===== src/rtl/hpdcache_store_wbuf.sv =====
// Store write buffer between the store unit and the HPDcache: an in-order FIFO of committed
// stores that coalesces into the newest entry and flags loads overlapping any buffered store.
module hpdcache_store_wbuf #(
    parameter int DEPTH      = 8,
    parameter int ADDR_WIDTH = 64,
    parameter int DATA_WIDTH = 64
) (
    input  logic                      clk_i,
    input  logic                      rst_ni,
    input  logic                      st_valid_i,
    output logic                      st_ready_o,
    input  logic [ADDR_WIDTH-1:0]     st_addr_i,
    input  logic [DATA_WIDTH-1:0]     st_data_i,
    input  logic [DATA_WIDTH/8-1:0]   st_be_i,
    output logic                      req_valid_o,
    input  logic                      req_ready_i,
    output logic [ADDR_WIDTH-1:0]     req_addr_o,
    output logic [DATA_WIDTH-1:0]     req_data_o,
    output logic [DATA_WIDTH/8-1:0]   req_be_o,
    input  logic [ADDR_WIDTH-1:0]     ld_addr_i,
    input  logic [DATA_WIDTH/8-1:0]   ld_be_i,
    output logic                      ld_hit_o,
    output logic                      empty_o,
    output logic                      full_o,
    output logic [$clog2(DEPTH):0]    count_o
);
    localparam int BE_W   = DATA_WIDTH / 8;
    localparam int OFS    = $clog2(BE_W);
    localparam int PTR_W  = $clog2(DEPTH);
    localparam int WORD_W = ADDR_WIDTH - OFS;
    localparam logic [PTR_W:0] FULL_CNT = (PTR_W + 1)'(DEPTH);
    localparam logic [PTR_W:0] TWO_CNT  = (PTR_W + 1)'(2);

    logic [WORD_W-1:0]     word_q [DEPTH];
    logic [DATA_WIDTH-1:0] data_q [DEPTH];
    logic [BE_W-1:0]       be_q   [DEPTH];
    logic [DEPTH-1:0]      valid_q;
    logic [PTR_W-1:0]      head_q;
    logic [PTR_W-1:0]      tail_q;
    logic [PTR_W-1:0]      newest;
    logic [PTR_W:0]        count_q;
    logic [WORD_W-1:0]     st_word;
    logic [WORD_W-1:0]     ld_word;
    logic                  merge;
    logic                  push;
    logic                  pop;
    logic                  unused_ofs;

    assign st_word    = st_addr_i[ADDR_WIDTH-1:OFS];
    assign ld_word    = ld_addr_i[ADDR_WIDTH-1:OFS];
    assign unused_ofs = ^{st_addr_i[OFS-1:0], ld_addr_i[OFS-1:0]};
    assign newest     = tail_q - PTR_W'(1);

    // Requiring two entries keeps the head out of reach of a merge, so req_* never change under a stall.
    assign merge      = st_valid_i && (count_q >= TWO_CNT) && (word_q[newest] == st_word);
    assign push       = st_valid_i && !merge && (count_q < FULL_CNT);
    assign pop        = (count_q != '0) && req_ready_i;
    assign st_ready_o = merge || (count_q < FULL_CNT);

    always_ff @(posedge clk_i or negedge rst_ni) begin
        if (!rst_ni) begin
            head_q  <= '0;
            tail_q  <= '0;
            count_q <= '0;
            valid_q <= '0;
        end else begin
            if (push) begin
                tail_q          <= tail_q + PTR_W'(1);
                valid_q[tail_q] <= 1'b1;
            end
            if (pop) begin
                head_q          <= head_q + PTR_W'(1);
                valid_q[head_q] <= 1'b0;
            end
            if (push && !pop) begin
                count_q <= count_q + (PTR_W + 1)'(1);
            end else if (!push && pop) begin
                count_q <= count_q - (PTR_W + 1)'(1);
            end
        end
    end

    always_ff @(posedge clk_i) begin
        if (push) begin
            word_q[tail_q] <= st_word;
            data_q[tail_q] <= st_data_i;
            be_q[tail_q]   <= st_be_i;
        end else if (merge) begin
            for (int i = 0; i < BE_W; i++) begin
                if (st_be_i[i]) begin
                    data_q[newest][8*i +: 8] <= st_data_i[8*i +: 8];
                    be_q[newest][i]          <= 1'b1;
                end
            end
        end
    end

    always_comb begin
        ld_hit_o = 1'b0;
        for (int i = 0; i < DEPTH; i++) begin
            if (valid_q[i] && (word_q[i] == ld_word) && ((be_q[i] & ld_be_i) != '0)) begin
                ld_hit_o = 1'b1;
            end
        end
    end

    assign req_valid_o = (count_q != '0);
    assign req_addr_o  = {word_q[head_q], {OFS{1'b0}}};
    assign req_data_o  = data_q[head_q];
    assign req_be_o    = be_q[head_q];
    assign empty_o     = (count_q == '0);
    assign full_o      = (count_q == FULL_CNT);
    assign count_o     = count_q;

endmodule


===== config.mk =====
export PLATFORM = sky130hd
export DESIGN_NAME = hpdcache_store_wbuf
export DESIGN_NICKNAME = d
export VERILOG_FILES = /design/src/rtl/hpdcache_store_wbuf.sv
export SDC_FILE = /design/constraint.sdc
export NUM_CORES = 2
export LEC_CHECK = 0
export CAP_MARGIN = 20
export CORE_UTILIZATION = 33
export DETAILED_ROUTE_END_ITERATION = 7
export GPL_ROUTABILITY_DRIVEN = 0
export PLACE_DENSITY = 0.51
export SETUP_SLACK_MARGIN = 0.15
export SLEW_MARGIN = 5
export SYNTH_ARGS = -nofsm -noshare
export SYNTH_HDL_FRONTEND = slang
export SYNTH_SLANG_ARGS = --single-unit

===== constraint.sdc =====
create_clock -name clk_i -period 5.72 [get_ports clk_i]
set_input_delay 0.858 -clock clk_i [delete_from_list [all_inputs] [get_ports clk_i]]
set_output_delay 0.858 -clock clk_i [all_outputs]
set_load 0.01 [all_outputs]

==> results.md <==
Detailed routing:
- The total detailed-routing wirelength is 207500 um.
- After the first detailed-routing iteration, the DRC count stood at around 4300.
- The routed wire length on met2 is between 90000 and 100000 um.
- The length of routed wiring on met1 is approximately 75000 um.
- In the detailed route, the total length drawn on met3 is between 20000 and 30000 um.
- The detailed router placed about 34000 vias in this run.
- The average wire per standard cell is around 35 um.
- The number of routed nets with antenna violations is 0.
- Using the TritonRoute via totals, the vias-per-cell ratio works out to around 5.7.
- The DRC violations left is 66.
- The pre-antenna-repair detailed-routing pass consisted of 8 iterations.
- The highest layer touched by signal routing is met5.

Worst setup path:
- The kind of end point of the critical path is an output port.
- STA classifies the critical path startpoint as an input pin.
- In this run the register-to-register setup slack is between 0.3 and 0.4 ns.
- The worst setup path startpoint is ld_addr_i[21].
- The beginning of the worst register-to-register path is tail_q[0].
- The data required time at the worst endpoint is 4.86 ns.
- The end of the worst register-to-register path is data_q[5][11].
- STA puts the critical path data arrival time at ~4.6 ns.
- Counting cells, the worst reg-to-reg path comes to 20.
- On the worst path, the slowest cell contributes a delay of between 0.7 and 0.8 ns.
- The worst setup path is of the input pin to output port kind.
- Walking the worst path, the cells encountered are clkdlybuf4s50_1 > xnor2_1 > nand4_1 > nor4_1 > nand4_1 > nor4_1 > nor4_1 > nand4_1 > clkdlybuf4s50_1.
- The critical path ends at ld_hit_o.
- The maximum fanout along the worst path is 9.
- The largest individual stage delay along the critical path comes from the cell sky130_fd_sc_hd__clkdlybuf4s50_1.

Timing:
- The relative slew slack is 21.95%.
- The worst setup margin is ~0.26 ns.
- The minimum clock period is 5.459 ns.
- The number of max-slew violations in the final report was 0.
- The number of endpoints with negative hold slack in the final report is 0.
- Setup violations remaining at the end of the flow were counted as 0.
- The worst clock skew is just under 0.1 ns.
- The worst-margin pin slew is about 1.2 ns.
- The fraction of the cycle the final worst path needs is 95.44%.
- The final setup TNS is 0 ns.
- Setup repair after global routing left no endpoint under its margin.
- Static timing analysis puts the maximum clock frequency at 0.1832 GHz.

Status:
- The flow ran to the end, but the final reports show violations.
- The final reports fail on DRC.

Pwr:
- The reported net switching power is roughly 12 mW.
- The analysis attributes to cell leakage a power of around 21 nW.
- For this design the ratio of total power to cell area is approximately 520 nW/um^2.
- Internal power comes to 20.93 mW.
- The switching share of power is between 30% and 40%.
- The worst-case IR drop observed on VDD is 0.0003400 V.
- The power share of the combinational group is 45.3%.
- The clock network accounts for 23.6% of the total power.
- The part of the total power dissipated in sequential elements is about 31%.

Clocking:
- The TritonCTS clock tree is built.
- The clock network latency to the later pin of the worst-skew pair is 0.80 ns.
- The number of buffers inserted during clock tree synthesis is 119.
- The maximum number of buffers from clock root to sink is 3.
- The clock tree synthesis step divided the H-tree into 3 levels.
- The clock root buffer is sky130_fd_sc_hd__clkbuf_16.
- After clock tree synthesis, the clock-pin slew on the worst setup and hold paths is roughly 0.060 ns.
- The clock sink count is roughly 1100.

Synth:
- In this run the cell area of the synthesized design comes to about 52000 um^2.
- Counting distinct cell types in the post-synthesis netlist gives 68.
- Counting flops and latches in the post-synthesis netlist gives roughly 1100.
- The mean cell area of the mapped netlist is between 15 and 20 um^2.
- The number of standard cells after synthesis is 3182.
- For this run, the register share of the synthesized area comes to between 60% and 70%.
- During synthesis, Yosys emitted a total of 0 warnings.
- In the synthesized netlist the dominant register cell turns out to be sky130_fd_sc_hd__edfxtp_1.
- Counting flops with a built-in enable in the synthesized netlist gives roughly 1100.
- Counting flops with an async set or reset pin after synthesis yields a share of between 1.5 and 2%.

Final layout:
- The post-layout net count is a little under 4000.
- Compared with the post-synthesis result, the final layout area differs by 23.30%.
- The layout filler cell count is 14310.
- The proportion of layout cells with a drive suffix above 1 is 22.49%.

Flow run:
- The max-capacitance violation count is 0.

Floorplan:
- The die covers around 160000 um^2.
- The floorplan has around 150 rows.
- The die is roughly 400 um tall.
- Pin placement for this block handled 357 I/O pins.
- The core region is 156000 um^2.
- In this run the horizontal extent of the chip is between 300 and 400 um.
- The initial core utilization is approximately a third.

Global route:
- The initial antenna violation count is 43.
- The first global-routing pass estimated 280100 um of wire.
- Entering global routing, the biggest net connects approximately 120 pins.
- The total overflow left after global routing is 0.
- The global-route usage over all layers is 25.84%.
- The number of global-route vias before repair is about 33000.

Placement:
- Before CTS, the worst setup slack after placement is about 0.07 ns.
- The count of buffers from port buffering is about 350.
- The HPWL after detailed placement is between 150000 and 200000 um.

Min path:
- The class of the most critical hold timing path is input pin to asynchronous set/reset pin.
==> routing by layer <==
metal	vias to the layer above	track usage, %
met2	2073	39.58
met3	560	10.12
met4	46	13.63
met5	-	0
li1	13590	-
met1	17430	31.40
==> kinds of logic (layout without fill, tap and decap cells) <==
logic type	after synthesis	in the layout	synth area share, %
AO/OA/AOI/OAI	181	181	2.646
XOR/XNOR	445	445	7.562
adder cells (fa/ha/maj)	7	7	0.1836
buffers and inverters	289	907	2.411
flip-flops	1082	1082	62.56
multiplexers	464	464	18.38
other	1	12	0.007241
AND/OR/NAND/NOR	713	713	6.248
==> repair_timing <==
action | CTS | global route
pin swaps | 5 | 4
endpoints found under the setup margin | 45 | 165
buffers inserted | 8 | 15
cloned | 2 | 0
hold buffers | 0 | 0
gates resized for setup | 11 | 11
==> cell usage in the layout, fill, tap and decap left out, drive strengths merged, types with 9 or more instances in the layout <==
master | synthesis | routed
edfxtp | 1064 | 1064
buf | 98 | 249
a221oi | 26 | 26
xnor2 | 193 | 193
nand4 | 77 | 77
nor2 | 82 | 82
mux2i | 73 | 73
xor2 | 252 | 252
mux4 | 388 | 388
a22oi | 37 | 37
clkinv | 2 | 69
nand2 | 412 | 412
inv | 83 | 87
bufinv | 0 | 13
nor3 | 16 | 16
o2bb2ai | 14 | 14
clkbuf | 106 | 138
and2 | 9 | 9
dfrtp | 18 | 18
clkdlybuf4s50 | 0 | 346
nor4 | 82 | 82
diode | 0 | 9
o22ai | 44 | 44
==> registers in the layout, summed over array words and instances, names as in the netlist <==
name     count
be_q        64
count_o      4
data_q     512
tail_q       3
word_q     488
head_q       3
valid_q      8
==> cell usage after synthesis (all sizes together), types with 2 or more instances <==
library cell / count / area (um^2)
buf: 98 / 529.3
xor2: 252 / 2226
nor2b: 2 / 12.51
o2bb2ai: 14 / 122.6
o21ai: 8 / 40.04
clkinv: 2 / 7.510
and2: 9 / 56.30
and3: 6 / 37.54
nand3: 7 / 35.03
mux2: 3 / 33.78
o21a: 8 / 60.06
a221oi: 26 / 227.7
a222oi: 5 / 50.05
o221ai: 3 / 26.28
nor2: 82 / 307.8
a22oi: 37 / 277.8
a21oi: 6 / 30.03
a31oi: 5 / 31.28
ha: 6 / 75.07
o32a: 4 / 40.04
mux2i: 73 / 738.2
nor3: 16 / 80.08
edfxtp: 1064 / 31950
nor4: 82 / 534.3
nand2: 412 / 1546
dfrtp: 18 / 450.4
a22o: 8 / 70.07
nand4: 77 / 481.7
or2: 8 / 50.05
clkbuf: 106 / 400.4
or3: 2 / 12.51
inv: 83 / 311.6
o22ai: 44 / 275.3
or4: 3 / 22.52
o2111ai: 3 / 26.28
mux4: 388 / 8746
xnor2: 193 / 1690
==> critical path: cells and delay by family <==
kind	cells	cell delay [ns]
xor+xnor	1	0.73
buf+inv	2	1.36
simple gates	6	1.64
==> cell type report <==
class	instances	area, um^2	share of cell area (%)
flip-flops and latches	1082	32420	50.77
multi-input cells	1813	18250	28.58
diodes	9	22.52	0.03527
clock buffers	138	3049	4.775
repair buffers	597	6305	9.874
inverters	85	324.1	0.5075
well taps	2058	2575	4.033
clock inverters	87	910.9	1.427
==> per-stage QoR <==
stage	util [%]	std cells	instance area [um^2]	hold slack [ns]	power [mW]
finish	40.93	5869	63850	0.6022	33.01
global route	40.91	5862	63840	0.6346	34.20
CTS	40.79	5843	63650	0.5773	32.95
detailed placement	38.10	5608	59440	0.6098	24.76
global placement	38.09	5607	59430	0.5879	24.77
floorplan	-	3184	51810	0.4800	18.28
==> worst min-delay path by stage <==
stage               start  depth (start not counted)         end  slack, ns
6_report           rst_ni                          1   tail_q[0]       0.60
5_1_grt            rst_ni                          1   tail_q[0]       0.63
4_1_cts            rst_ni                          1   tail_q[0]       0.58
3_5_place_dp   valid_q[2]                          1  valid_q[2]       0.61
3_3_place_gp   valid_q[2]                          1  valid_q[2]       0.59
2_1_floorplan  valid_q[6]                          1  valid_q[6]       0.48
==> power by group through the flow <==
stage / clock network, mW / logic, mW / registers (mW)
2_1_floorplan: 0 / 8.30 / 9.99
3_3_place_gp: 0 / 14.4 / 10.4
3_5_place_dp: 0 / 14.3 / 10.4
4_1_cts: 7.95 / 14.8 / 10.3
5_1_grt: 8.23 / 15.7 / 10.3
6_report: 7.80 / 14.9 / 10.3
Note: power is estimated with default switching activity, not from simulation.
